===== src/rtl/mouse_cursor_display.sv =====
// Cursor overlay: 16x16 arrow sprite at a once-per-frame latched mouse position,
// with a short fill-colour flash after each left-button press.
module mouse_cursor_display #(
    parameter int          SPR_W        = 16,
    parameter int          SPR_H        = 16,
    parameter int          H_ACTIVE     = 640,
    parameter int          V_ACTIVE     = 480,
    parameter int          FLASH_FRAMES = 8,
    parameter logic [11:0] FILL_COLOR   = 12'hFFF,
    parameter logic [11:0] CLICK_COLOR  = 12'hF80,
    parameter logic [11:0] EDGE_COLOR   = 12'h000
) (
    input  logic        clk,
    input  logic        rst_n,
    input  logic [9:0]  h_cnt,
    input  logic [9:0]  v_cnt,
    input  logic [9:0]  mouse_x,
    input  logic [9:0]  mouse_y,
    input  logic        mouse_left,
    input  logic        cursor_on,
    output logic        en_mouse_display,
    output logic [11:0] mouse_pixel
);

    localparam int          FW     = $clog2(FLASH_FRAMES + 1);
    localparam logic [9:0]  H_LAST = 10'(H_ACTIVE - 1);
    localparam logic [9:0]  V_LAST = 10'(V_ACTIVE - 1);
    localparam logic [1:0]  C_EDGE = 2'd1;
    localparam logic [1:0]  C_FILL = 2'd2;

    logic [9:0]    lx_q, lx_d;
    logic [9:0]    ly_q, ly_d;
    logic          len_q, len_d;
    logic          vb_q;
    logic          left_q;
    logic [FW-1:0] flash_q, flash_d;
    logic          en_q, en_d;
    logic [11:0]   pix_q, pix_d;

    logic          vb;
    logic          latch;
    logic          press;
    logic          hit;
    logic [3:0]    dx4, dy4;
    logic [1:0]    code;
    logic [10:0]   h11, v11, lx11, ly11;

    // Arrow: left edge full height, diagonal edge and fill in the upper 12 rows.
    function automatic logic [1:0] spr_code(input logic [3:0] r, input logic [3:0] c);
        if (c == 4'd0)
            return C_EDGE;
        else if (r <= 4'd11 && c == r)
            return C_EDGE;
        else if (r <= 4'd11 && c < r)
            return C_FILL;
        else
            return 2'd0;
    endfunction

    assign vb    = (v_cnt >= 10'(V_ACTIVE));
    assign latch = vb & ~vb_q;
    assign press = mouse_left & ~left_q;

    always_comb begin
        lx_d  = lx_q;
        ly_d  = ly_q;
        len_d = len_q;
        if (latch) begin
            lx_d  = (mouse_x > H_LAST) ? H_LAST : mouse_x;
            ly_d  = (mouse_y > V_LAST) ? V_LAST : mouse_y;
            len_d = cursor_on;
        end
    end

    // A press reloads even on a latch clock, so that frame is not counted down.
    always_comb begin
        flash_d = flash_q;
        if (press)
            flash_d = FW'(FLASH_FRAMES);
        else if (latch && flash_q != '0)
            flash_d = flash_q - FW'(1);
    end

    assign h11  = {1'b0, h_cnt};
    assign v11  = {1'b0, v_cnt};
    assign lx11 = {1'b0, lx_q};
    assign ly11 = {1'b0, ly_q};
    assign dx4  = h_cnt[3:0] - lx_q[3:0];
    assign dy4  = v_cnt[3:0] - ly_q[3:0];
    assign code = spr_code(dy4, dx4);

    // The H_ACTIVE bound stops a sprite near the right edge spilling into blanking.
    assign hit = (h11 >= lx11) && (h11 < lx11 + 11'(SPR_W))
              && (v11 >= ly11) && (v11 < ly11 + 11'(SPR_H))
              && (h_cnt < 10'(H_ACTIVE)) && (v_cnt < 10'(V_ACTIVE))
              && len_q;

    always_comb begin
        en_d  = 1'b0;
        pix_d = 12'h000;
        if (hit) begin
            if (code == C_EDGE) begin
                en_d  = 1'b1;
                pix_d = EDGE_COLOR;
            end else if (code == C_FILL) begin
                en_d  = 1'b1;
                pix_d = (flash_q != '0) ? CLICK_COLOR : FILL_COLOR;
            end
        end
    end

    always_ff @(posedge clk or negedge rst_n) begin
        if (!rst_n) begin
            lx_q    <= '0;
            ly_q    <= '0;
            len_q   <= 1'b0;
            vb_q    <= 1'b0;
            left_q  <= 1'b0;
            flash_q <= '0;
            en_q    <= 1'b0;
            pix_q   <= 12'h000;
        end else begin
            lx_q    <= lx_d;
            ly_q    <= ly_d;
            len_q   <= len_d;
            vb_q    <= vb;
            left_q  <= mouse_left;
            flash_q <= flash_d;
            en_q    <= en_d;
            pix_q   <= pix_d;
        end
    end

    assign en_mouse_display = en_q;
    assign mouse_pixel      = pix_q;

endmodule


===== config.mk =====
export PLATFORM = sky130hd
export DESIGN_NAME = mouse_cursor_display
export DESIGN_NICKNAME = d
export VERILOG_FILES = /design/src/rtl/mouse_cursor_display.sv
export SDC_FILE = /design/constraint.sdc
export NUM_CORES = 1
export LEC_CHECK = 0
export ABC_AREA = 1
export CAP_MARGIN = 20
export CORE_MARGIN = 4
export CORE_UTILIZATION = 35
export DETAILED_ROUTE_END_ITERATION = 7
export GPL_ROUTABILITY_DRIVEN = 1
export PLACE_DENSITY = 0.6
export SYNTH_ARGS = -nofsm -noshare
export SYNTH_HDL_FRONTEND = slang
export SYNTH_SLANG_ARGS = --single-unit

===== constraint.sdc =====
create_clock -name clk -period 3.7 [get_ports clk]
set_clock_uncertainty 0.2 [all_clocks]
set_input_delay 1.11 -clock clk [delete_from_list [all_inputs] [get_ports clk]]
set_output_delay 1.11 -clock clk [all_outputs]
set_load 0.02 [all_outputs]

==> key figures, run 1 <==
Drt
  – DR iter-0 viols: 75
  – Routed wire per std cell: 11.89 µm
  – Vias: around 2200
  – Total wire length: between 5 and 6 mm
  – Remaining antenna violation count: 0
  – DR vias/cell: between 4 and 5
  – Pre-antenna DRT Iters: 4
  – Remaining DRCs: 0

Worst setup path
  – Worst setup path category: in2reg
  – CP max stage delay: ~0.54 ns
  – Crit path required time: 3.71 ns
  – R2R depth: 15
  – Crit-path max FO: 3
  – CP cell instances: clkdlybuf4s50_1, inv_1, fa_2, inv_2, ha_4, a21oi_2, nor2_2, a211oi_2, nand3_1, nor2b_1, ha_2, inv_2, nor2_1, nand2_1, nor2_1
  – R2R Setup Slk: 0.93 ns
  – Worst path slowest cell: fa_2
  – CP Capture Type: register
  – Reg-to-Reg Start: ly_q[0]
  – Critical Path AT: between 3 and 4 ns
  – Critical path buffers and inverters: 4
  – RR Endpoint: mouse_pixel[6]
  – CP startpoint kind: primary input
  – CP top delay family: adder cells

Power and ir drop
  – PD cells: 383.4 nW/µm²
  – Worst vdd ir: about 0.23 mV
  – Total power: approximately 1.3 mW
  – Leak pwr: about 1.7 nW

Job
  – Max-Cap Viols: 0

Finish
  – Final #Nets: about 470
  – Share of layout cells above drive strength 1: 11.37%
  – Layout area overhead: 34.81%
  – Diodes inserted: 0
  – Reg area: 750.7 µm²
  – Final core occ: 49.31%
  – Fillers: between 600 and 700
  – Multi-input gate area: about 1600 µm²
  – Finished Layout Cells: 483

Yosys
  – Synth Flop Type: dfrtp_1
  – Unique masters post-synth: 31
  – Post-synth EDFFs: 0
  – Largest cells by area after synthesis: dfrtp_1 (30%), ha_1 (20%), nand2_1 (9.3%)
  – YS warnings: 0
  – Top-count cell post-synth: nand2_1
  – Mapped Area: between 2000 and 3000 µm²
  – Register area share after synthesis: ~30%
  – Syn Area/Cell: between 7 and 8 µm²
  – Area share of the largest cell type after synthesis: about 30%
  – Synth Instances: between 300 and 400
  – Syn_nets: just over 400
  – Cell taking the most area after synthesis: dfrtp_1
  – Post-synth ARST share: 100.0%
  – Synth cell count leaders: nand2_1 (62), inv_1 (49), ha_1 (41)
  – Flops & latches, synth: 30

STA
  – F_max: around 280 MHz
  – Count of final hold-check violations: 0
  – Fin crit period: about 3.5 ns
  – Max-Slew Margin vs Limit: 71.31%
  – Worst Tran Pin Value: roughly 0.43 ns
  – Count of final setup violators: 0
  – Final Max Tran Viols: 0
  – Final Cycle Share: 95.62%
  – Final setup margin: around 0.16 ns
  – Min Hold Slack: roughly 0.28 ns

Die
  – Core Region: just under 7000 µm²
  – Die ar.: about 8600 µm²
  – Io pins: 57
  – Initial Utilization: a little over a third
  – Die width: about 90 µm
  – # rows: 30
  – Die height: 92.73 µm

Placed design
  – Placed cells: 474
  – RePlAce Congestion: 0.8207
  – Port bufs: between 50 and 60
  – Dpl ws: -0.3489 ns
  – DP HPWL: about 4.6 mm

Clock tree
  – Clock root cell: clkbuf_8
  – Clock latency on the worst-skew pair: 0.28 ns
  – Number of CTS-inserted buffers: 5
  – Clock Sinks: 30
  – Max Root-Sink Buffers: 2
  – Clock slew at reported path FFs: approximately 0.070 ns
  – H-tree levels: 2
  – TritonCTS clock tree: done

Global routing
  – Vias in the first global route: roughly 2200
  – Total grt overflow: 0
  – First-pass GRT wire length: between 9 and 10 mm
  – Overall routing resource usage: between 10% and 20%
  – Largest net degree at the start of global routing: 31
  – Initial antenna violation count: 0

Worst hold path
  – Hold_sp: len_q
  – Worst Hold Path Cells: 2
  – Min-delay worst type: reg2reg
  – Hold EP: len_q

Status
  – Status: finished, final reports clean
==> cells in the final DEF (no fill, tap or decap), drive strengths merged, types with 2 or more instances in the layout <==
cell type / count
o21a: 3
nand3b: 3
clkbuf: 7
a21oi: 20
ha: 41
o21ai: 26
fa: 2
dfrtp: 30
clkdlybuf4s50: 54
nor3: 3
a21o: 2
nand3: 18
nand2: 62
nand4: 4
xor2: 8
inv: 49
xnor2: 3
nor2: 30
buf: 13
dlymetal6s2s: 2
==> report_power, final <==
group	switching, mW	total, mW	internal (mW)
Combinational	0.328	0.644	0.315
Sequential	0.0308	0.406	0.375
Clock	0.120	0.249	0.129
==> stage by stage <==
stage	TNS (ns)	cell area, µm²
finish	0	3387
detailed placement	-0.8223	3187
CTS	0	3268
global route	-0.01573	3387
global placement	-0.6675	3187
floorplan	0	2512
==> state kept, by name, indices dropped and copies added, names as in the netlist <==
register	cells
en_mouse_display	1
flash_q	4
left_q	1
len_q	1
lx_q	10
ly_q	10
mouse_pixel	2
vb_q	1
==> routing by layer <==
layer / vias to the layer above / part of all wire [%] / GRT usage (%)
li1: 1171 / - / -
met2: 39 / 48 / 23.44
met1: 1001 / 46 / 17.79
met5: - / 0 / 0
met3: 9 / 4.8 / 3.249
met4: 0 / 1.2 / 3.541
==> worst register-to-register path: stages (launching register included) <==
cell and delay [ns]:
dfrtp_1 0.35, ha_2 0.18, inv_2 0.05, fa_2 0.56, inv_2 0.05, ha_4 0.24, a21oi_2 0.13, nor2_2 0.05
a211oi_2 0.23, nand3_1 0.10, nor2b_1 0.13, ha_2 0.18, inv_2 0.03, nor2_1 0.09, nand2_1 0.06, nor2_1 0.08
==> worst max path at each step <==
stage	end	cells after the start	slack, ns	start
CTS	mouse_pixel[6]	16	0.02	h_cnt[0]
finish	mouse_pixel[6]	15	0.16	h_cnt[1]
detailed placement	mouse_pixel[6]	16	-0.35	h_cnt[0]
floorplan	mouse_pixel[6]	15	0.27	h_cnt[0]
global placement	mouse_pixel[6]	16	-0.30	h_cnt[0]
global route	mouse_pixel[6]	16	-0.02	h_cnt[1]
==> layout make-up <==
class	instances	area share (%)
Clock buffer	7	2.253
Inverter	49	5.430
Multi-Input combinational cell	232	47.03
Sequential cell	30	22.16
Tap cell	96	3.546
Timing Repair Buffer	69	19.58
==> kinds of logic after synthesis <==
kind of cell	Yosys count	share of synthesized area, %
AO/OA/AOI/OAI	55	12.35
adder cells (fa/ha/maj)	43	22.01
flip-flops	30	29.88
XOR/XNOR	11	3.835
AND/OR/NAND/NOR	123	21.07
buffers and inverters	62	10.86
==> what timing repair did <==
action                                 CTS  global route
buffers inserted                         0             2
resized for setup                        1            21
hold buffers                             0             0
endpoints found under the hold margin    0             0
pin swaps                                0            15
setup endpoints to repair                1             2
Note: power is estimated with default switching activity, not from simulation.
==> inputs of run 2 (changes only) <==
CORE_UTILIZATION = 47   (was 35)
PLACE_DENSITY = 0.76   (was 0.6)
==> run 2 against run 1 <==
  * Register-to-register slack worse by 0.14 ns
  * Largest cell class unchanged
  * Combinational power increased by 11%
  * Critical path type unchanged
  * Flip-flop and latch count is the same
  * Total power increased by 7.8%
  * Worst hold slack improved by 0.026 ns
  * Critical path depth is 2 higher
  * Via count grew 5.4%
==> key figures, run 2 (same netlist as run 1, synthesis figures left out) <==
STA
  – Worst Tran Pin Value: 0.4019 ns (-0.02841 ns)
  – F_max: 280.1 MHz (-0.91%)
  – Fin crit period: 3.570 ns (+0.03250 ns)
  – Final Max Tran Viols: 0 (unchanged)
  – TNS Setup: 0 ns (unchanged)
  – Count of final hold-check violations: 0 (unchanged)
  – Final Cycle Share: 96.50% (+0.88 points)
  – Min Hold Slack: 0.3046 ns (+0.02568 ns)
  – Count of final setup violators: 0 (unchanged)
  – Max-Slew Margin vs Limit: 73.21% (+1.9 points)

Clock tree
  – Clock root cell: clkbuf_8
  – H-tree levels: 2 (unchanged)
  – Number of CTS-inserted buffers: 5 (unchanged)
  – Clock latency on the worst-skew pair: 0.28 ns (about the same)
  – Clock Sinks: 30 (unchanged)
  – TritonCTS clock tree: done
  – Max Root-Sink Buffers: 2 (unchanged)
  – Clock slew at reported path FFs: 0.07 ns (about the same)
  – CTS hold repair buffers: 0 (unchanged)

Finish
  – Final #Nets: 481 (+1.5%)
  – Commonest non-fill, non-tap cell in the layout: nand2_1
  – Multi-input gate area: 1604 µm² (+0.71%)
  – Diodes inserted: 0 (unchanged)
  – Fillers: 445 (-35%)
  – Commonest cells after routing, fill and taps aside: nand2_1 (60), clkdlybuf4s50_1 (50), inv_1 (45)
  – Share of layout cells above drive strength 1: 13.92% (+2.6 points)
  – Layout area overhead: 36.90%
  – Finished Layout Cells: 465 (-3.7%)
  – Design Area, Final: 3440 µm² (+1.6%)
  – Biggest regs: lx_q x10, ly_q x10, flash_q x4
  – Reg area: 750.7 µm² (unchanged)

Worst setup path
  – CP cell instances: dlygate4sd2_1, inv_1, ha_2, fa_2, xor2_1, inv_1, ha_1, nand2_2, nor2_2, a211oi_4, nand3_1, nor2b_1, ha_2, inv_2, nor2_2, nand2_1, nor2_1
  – CP Capture Type: register
  – Critical Path AT: 3.57 ns (+0.02 ns)
  – RR Endpoint: mouse_pixel[6]
  – R2R depth: 15 (unchanged)
  – CP top delay family: adder cells
  – Worst path slowest cell: fa_2
  – CP startpoint kind: primary input
  – Worst setup path category: in2reg
  – CP max stage delay: 0.40 ns (-0.14 ns)
  – Critical path buffers and inverters: 4 (unchanged)
  – Reg-to-Reg Start: lx_q[0]
  – Crit path required time: 3.70 ns (about the same)
  – R2R Setup Slk: 0.79 ns (-0.14 ns)
  – Crit-path max FO: 2 (-1)

Placed design
  – DP HPWL: 4.606 mm (+0.15%)
  – Port bufs: 56 (unchanged)
  – Placed cells: 448 (-5.5%)
  – Post-Place Cell Area: 3154 µm² (-1.0%)
  – RePlAce Congestion: 0.8514 (+3.7%)

Global routing
  – Largest net degree at the start of global routing: 31 (unchanged)
  – Initial antenna violation count: 0 (unchanged)
  – First-pass GRT wire length: 9.908 mm (+3.6%)
  – Vias in the first global route: 2322 (+6.7%)
  – Overall routing resource usage: 19.20% (+5.3 points)
  – Total grt overflow: 0 (unchanged)

Job
  – Max-Cap Viols: 0 (unchanged)

Drt
  – Pre-antenna DRT Iters: 5 (+1)
  – Routed wire per std cell: 13.54 µm (+14%)
  – Remaining antenna violation count: 0 (unchanged)
  – DR iter-0 viols: 100 (+33%)
  – Vias: 2340 (+5.4%)
  – DR vias/cell: 5.032 (+9.5%)
  – Total wire length: 6.297 mm (+9.7%)
  – Remaining DRCs: 0 (unchanged)

Die
  – # rows: 26 (-13%)
  – Die ar.: 6580 µm² (-23%)
  – Die height: 81.12 µm (-13%)
  – Core Region: 5140 µm² (-25%)
  – Initial Utilization: 48.88% (+12 points)
  – Die width: 81.12 µm (-13%)
  – Io pins: 57 (unchanged)

Power and ir drop
  – Worst vdd ir: 0.2370 mV (+1.8%)
  – PD cells: 406.8 nW/µm² (+6.1%)
  – Total power: 1.399 mW (+7.8%)
  – Leak pwr: 1.737 nW (+4.6%)

Worst hold path
  – Min-delay worst type: reg2reg
  – Worst Hold Path Cells: 2 (unchanged)
  – Hold EP: len_q
  – Hold_sp: len_q

Status
  – Status: finished, final reports clean
run 2: layout make-up:
type	count	area share (%)
Clock buffer	7	2.510
Clock inverter	1	0.1455
Inverter	49	5.347
Multi-Input combinational cell	232	46.64
Sequential cell	30	21.83
Tap cell	70	2.546
Timing Repair Buffer	76	20.99
run 2: stage by stage:
step | utilization [%] | setup slack, ns
floorplan | - | 0.2736
global placement | 61.37 | -0.2812
detailed placement | 61.37 | -0.4092
CTS | 64.85 | 0.008429
global route | 66.92 | -0.01595
finish | 66.92 | 0.1296
run 2: how the worst max path moves through the flow:
| stage | cells past startpoint | end | from | slack [ns] |
|---|---|---|---|---|
| finish | 17 | mouse_pixel[6] | h_cnt[0] | 0.13 |
| global route | 17 | mouse_pixel[6] | h_cnt[0] | -0.02 |
| CTS | 17 | mouse_pixel[6] | h_cnt[1] | 0.008 |
| detailed placement | 16 | mouse_pixel[6] | h_cnt[0] | -0.41 |
| global placement | 16 | mouse_pixel[6] | h_cnt[0] | -0.28 |
| floorplan | 15 | mouse_pixel[6] | h_cnt[0] | 0.27 |
run 2: worst register-to-register path, delay by kind of cell, from the launching register on:
| family | cells | cell delay (ns) |
|---|---|---|
| fa+ha+maj | 4 | 1.08 |
| simple gates | 7 | 0.68 |
| flops | 1 | 0.39 |
| xor+xnor | 1 | 0.18 |
| compound gates | 1 | 0.18 |
| buf+inv | 2 | 0.13 |
run 2: where the power goes:
part | switching [mW] | internal [mW]
sequential | 0.0324 | 0.375
clock | 0.130 | 0.150
combinational | 0.367 | 0.345
total | 0.530 | 0.870
run 2: what timing repair did:
action,in CTS,in global routing
cloned,0,0
gates resized for setup,10,20
pin swaps,14,14
endpoints found under the setup margin,2,3
buffers inserted,7,2
run 2: routing by layer:
layer  global-route usage [%]  part of all wire, %
met5                        0                    0
met4                    5.068                 0.95
met3                    2.661                  4.3
met2                    36.29                   52
met1                    22.47                   42
==> patch 1 (flow settings as in run 1) <==
Take the reset off `pix_q` and load it in a clocked block of its own.
--- a/src/rtl/mouse_cursor_display.sv
+++ b/src/rtl/mouse_cursor_display.sv
@@ -120,3 +120,2 @@
             en_q    <= 1'b0;
-            pix_q   <= 12'h000;
         end else begin
@@ -129,4 +128,7 @@
             en_q    <= en_d;
-            pix_q   <= pix_d;
         end
+    end
+
+    always_ff @(posedge clk) begin
+        pix_q <= pix_d;
     end
Check against the original RTL: differs if rst_n is asserted again (counterexample within 4 cycles, from zero or initial values and one cycle with rst_n low); with rst_n held inactive, the same outputs for 10 cycles.
==> patch 1 against run 1 <==
Setup slack better by 45 ps. Hold slack improved by 9.8 ps. Power increased by 6.1%. Design area grew 3.1%. Sequential cell count is the same. Via count is 3.2% higher. First-iteration DRC count is 57% lower. Critical path depth down 1. Sequential share of layout area down 0.96 points. Largest cell class unchanged. Area after synthesis up 3.7%. Wire length is 5.5% higher. Non-clock buffer count is 1 higher.
==> patch 1: results (changes against run 1) <==
Cells and area
  • Nets@finish: 493 (+4.0%)
  • Share of layout cells above drive strength 1: 13.76% (+2.4 points)
  • Fillcell total: 726 (+6.1%)

Route
  • Routed met3 length: 313 µm (+14%)
  • Met1 Wirelength: 2729 µm (+3.3%)
  • Detailed-route wire length per cell: 11.97 µm (+0.68%)
  • WL final: 6055 µm (+5.5%)
  • Initial DRC count: 32 (-57%)

Placement
  • Placed Cells: 496 (+4.6%)
  • Setup slack at placement: -424.4 ps (-75.50 ps)
  • Post-DP HPWL: 4796 µm (+4.3%)
  • GP Congestion: 0.8198 (-0.11%)

Run status
  • Outcome: finished, final reports clean

Logic synthesis
  • Synth Area in Compound Gates: 11.34% (-1.0 points)
  • Post-Synthesis Net Count: 430 (+4.6%)
  • Sequential area share after synthesis: 28.43% (-1.4 points)
  • Post-synth ARST share: 93.33% (-6.7 points)
  • Avg Inst Size Synth: 7.595 µm² (-2.1%)
  • Largest cells by area after synthesis: dfrtp_1, ha_1, nand2_1
  • Mux share of post-synthesis cell area: 0% (unchanged)
  • XOR/XNOR Fraction of Synth Area: 3.698% (-0.14 points)
  • Adder-cell area share of the yosys netlist: 21.23% (-0.78 points)
  • Synth cell count leaders: nand2_1, inv_1, ha_1
  • Synth unique cells: 33 (+6.5%)

Critical path
  • Crit path largest cell delay: 600 ps (+60 ps)
  • Crit-path max FO: 2 (-1)

Power
  • Sw Share: 38.46% (+1.6 points)
  • Leakage: 1.741 nW (+4.8%)
  • Peak VDD IR: 0.1518 mV (-35%)

Global routing
  • Largest net degree at the start of global routing: 29 (-6.5%)
  • Global Route Usage Sum: 14.32% (+0.46 points)
  • First-pass GRT wire length: 10160 µm (+6.3%)
  • Number of global-route vias before repair: 2322 (+6.7%)

Timing
  • Worst-Margin Slew: 496.3 ps (+65.98 ps)
patch 1: cell types whose count changed after synthesis, sizes merged, moves of 3 or more:
cell,run 1,this run
inv,49,64
nand2,62,71
o21ai,26,35
a21oi,20,12
nor2,30,25
buf,11,14
patch 1: worst max-delay path, delay by kind of cell:
family / cells / cell delay [ps]
buffers and inverters: 3 / 550
AND/OR/NAND/NOR: 6 / 550
adder cells (fa/ha/maj): 3 / 990
AO/OA/AOI/OAI: 2 / 320
patch 1: final timing paths:
| kind | start | end | slack [ps] | depth (start not counted) |
|---|---|---|---|---|
| worst max-delay path | v_cnt[1] | mouse_pixel[6]$_SDFF_PP0_ | 210 | 14 |
| worst min-delay path | len_q$_DFFE_PN0P_ | len_q$_DFFE_PN0P_ | 290 | 2 |
| worst max register to register | ly_q[0]$_DFFE_PN0P_ | mouse_pixel[6]$_SDFF_PP0_ | 990 | 15 |
| worst min register to register | len_q$_DFFE_PN0P_ | len_q$_DFFE_PN0P_ | 290 | 2 |
| max in group asynchronous | rst_n | flash_q[2]$_DFFE_PN0P_ | 1990 | 2 |
| min in group asynchronous | rst_n | left_q$_DFF_PN0_ | 1010 | 2 |
patch 1: power by group through the flow:
stage	combinational, W	clock, W	sequential (W)
global route	0.000814	0.000289	0.000412
finish	0.000707	0.000265	0.000405
floorplan	0.000421	0	0.000404
global placement	0.000584	0	0.000410
CTS	0.000669	0.000278	0.000405
detailed placement	0.000600	0	0.000411
patch 1: repair_timing:
item,in CTS,in global routing
gates cloned,0,0
setup endpoints to repair,2,3
pin swaps,9,16
buffers inserted,1,1
gates resized for setup,13,14
hold buffers,0,0
patch 1: area by class of cell:
class	instances	area, µm²	share of cell area (%)
inverters	64	240.2	6.877
clock buffers	6	72.57	2.077
flip-flops and latches	30	740.7	21.20
clock inverters	2	10.01	0.2865
repair buffers	70	671.9	19.23
multi-input cells	235	1634	46.78
well taps	99	123.9	3.546
patch 1: metrics by stage:
stage               total power [W]  hold slack [ps]  cell area [µm²]
floorplan                 0.0008252            242.2             2605
global placement          0.0009935            271.7             3276
detailed placement         0.001011            273.8             3276
CTS                        0.001353            289.6             3431
global route               0.001515            310.4             3493
finish                     0.001377            288.7             3493
patch 1: per-layer routing:
layer,track usage (%),up-vias
met5,0,-
met4,5.174,0
met3,3.045,11
met2,24.47,49
met1,17.64,1022
li1,-,1210
patch 1: logic make-up after synthesis:
family	after synthesis
AND/OR/NAND/NOR	126
buffers and inverters	78
AO/OA/AOI/OAI	55
adder cells (fa/ha/maj)	43
flip-flops	30
XOR/XNOR	11
==> patch 2 (config.mk and constraints of run 1) <==
Made on the original files. Set the parameter `FLASH_FRAMES` to 16 (it was 8).
--- a/src/rtl/mouse_cursor_display.sv
+++ b/src/rtl/mouse_cursor_display.sv
@@ -7,3 +7,3 @@
     parameter int          V_ACTIVE     = 480,
-    parameter int          FLASH_FRAMES = 8,
+    parameter int          FLASH_FRAMES = 16,
     parameter logic [11:0] FILL_COLOR   = 12'hFFF,
Formal check against the unedited RTL: same outputs for any inputs over 10 cycles, from zero or initial values and one cycle with rst_n low; that may be too few to reach the edited logic, so the function may still have changed.
==> patch 2 against run 1 <==
Hold slack got worse by 12 ps. Design area rose by 4.6%. Global-route usage rose by 0.39 points. Area after synthesis rose by 4.0%. Sequential cell count rose by 1. Wire length rose by 5.5%. Setup slack got worse by 27 ps. Sequential share of layout area fell by 0.27 points. Power rose by 8.7%. Combinational power rose by 10%.
==> patch 2: results (changes against run 1) <==
Power
  • Sw Share: 36.86% (-0.040 points)
  • P_int: 0.0008908 W (+8.7%)
  • Combinational Power: 0.000709 W (+10%)
  • Leakage: 1.715 nW (+3.3%)
  • Peak VDD IR: 0.1537 mV (-34%)
  • Sequential power: 0.000429 W (+5.7%)

Timing
  • Worst-Margin Slew: 424.8 ps (-5.436 ps)

Cells and area
  • Nonclk inv count: 48 (-2.0%)
  • Biggest regs: lx_q x10, ly_q x10, flash_q x5
  • Multi-input logic cell count: 230 (-0.86%)
  • Area occupied by multi-input gates: 0.001667 mm² (+4.6%)
  • Share of layout cells above drive strength 1: 17.65% (+6.3 points)
  • CLK BUF: 6 (-1)
  • Nets@finish: 479 (+1.1%)
  • Sequential cell area: 775.7 µm² (+3.3%)
  • Fillcell total: 705 (+3.1%)
  • ClkCell Share: 2.472% (+0.22 points)
  • Non-clk buf share: 20.02% (+0.44 points)
  • Non-clock buffer count in the final layout: 75 (+8.7%)

Route
  • WL met2: 2962 µm (+7.5%)
  • WL final: 6056 µm (+5.5%)
  • Post-DR vias/cell: 4.669 (+1.6%)
  • Routed met3 length: 298 µm (+8.8%)
  • Initial DRC count: 92 (+23%)
  • DR vias: 2288 (+3.1%)
  • Met1 Wirelength: 2721 µm (+3.0%)

Global routing
  • Met3 usage in global routing: 2.869% (-0.38 points)
  • Largest net degree at the start of global routing: 32 (+3.2%)
  • Met1 usage: 18.01% (+0.22 points)
  • First-pass GRT wire length: 10120 µm (+5.8%)
  • Global Route Usage Sum: 14.25% (+0.39 points)
  • Met2 Use GR: 24.53% (+1.1 points)

Placement
  • Placed Cells: 479 (+1.1%)
  • Cell Area, Placed: 0.003319 mm² (+4.2%)
  • Post-DP HPWL: 4816 µm (+4.7%)

Critical path
  • Crit-path max FO: 4 (+1)
  • Critical path arrival: 3580 ps (+30 ps)

Logic synthesis
  • Synth Warn #: 0 (unchanged)
  • Avg Inst Size Synth: 8.113 µm² (+4.6%)
  • Synth cell count leaders: nand2_1, inv_1, ha_1
  • Sequential area share after synthesis: 29.69% (-0.19 points)
  • Synth Area in Compound Gates: 11.83% (-0.52 points)
  • Adder-cell area share of the yosys netlist: 21.65% (-0.36 points)
  • Post-Synthesis Net Count: 410 (-0.24%)
  • Largest cells by area after synthesis: dfrtp_1, ha_1, nand2_1

Run status
  • Outcome: finished, final reports clean

Clocking
  • TritonCTS Sinks: 31 (+3.3%)
  • Number of setup buffers added after CTS: 1 (+1)
  • # H-tree levels: 2 (unchanged)
  • Post-CTS Resized: 10 (+9)
patch 2: final timing paths:
check	from	to	slack, ps	depth (start not counted)
worst max register to register	lx_q[0]$_DFFE_PN0P_	mouse_pixel[6]$_DFF_PN0_	860	14
worst min register to register	flash_q[4]$_DFFE_PN0P_	flash_q[4]$_DFFE_PN0P_	270	1
worst min-delay path	flash_q[4]$_DFFE_PN0P_	flash_q[4]$_DFFE_PN0P_	270	1
worst max-delay path	v_cnt[2]	mouse_pixel[6]$_DFF_PN0_	140	16
max in group asynchronous	rst_n	lx_q[4]$_DFFE_PN0P_	1960	2
min in group asynchronous	rst_n	ly_q[8]$_DFFE_PN0P_	1030	2
patch 2: worst max-delay path, stage by stage:
cell	delay, ps
clkdlybuf4s50_1	410
ha_1	360
a21oi_2	160
nand2_1	60
nand2_1	80
nand2_2	60
ha_1	290
nand2_1	90
nor2_1	60
a211oi_1	170
nand2_1	120
nor2_4	130
inv_2	30
ha_2	150
or2_4	220
nor2_2	90
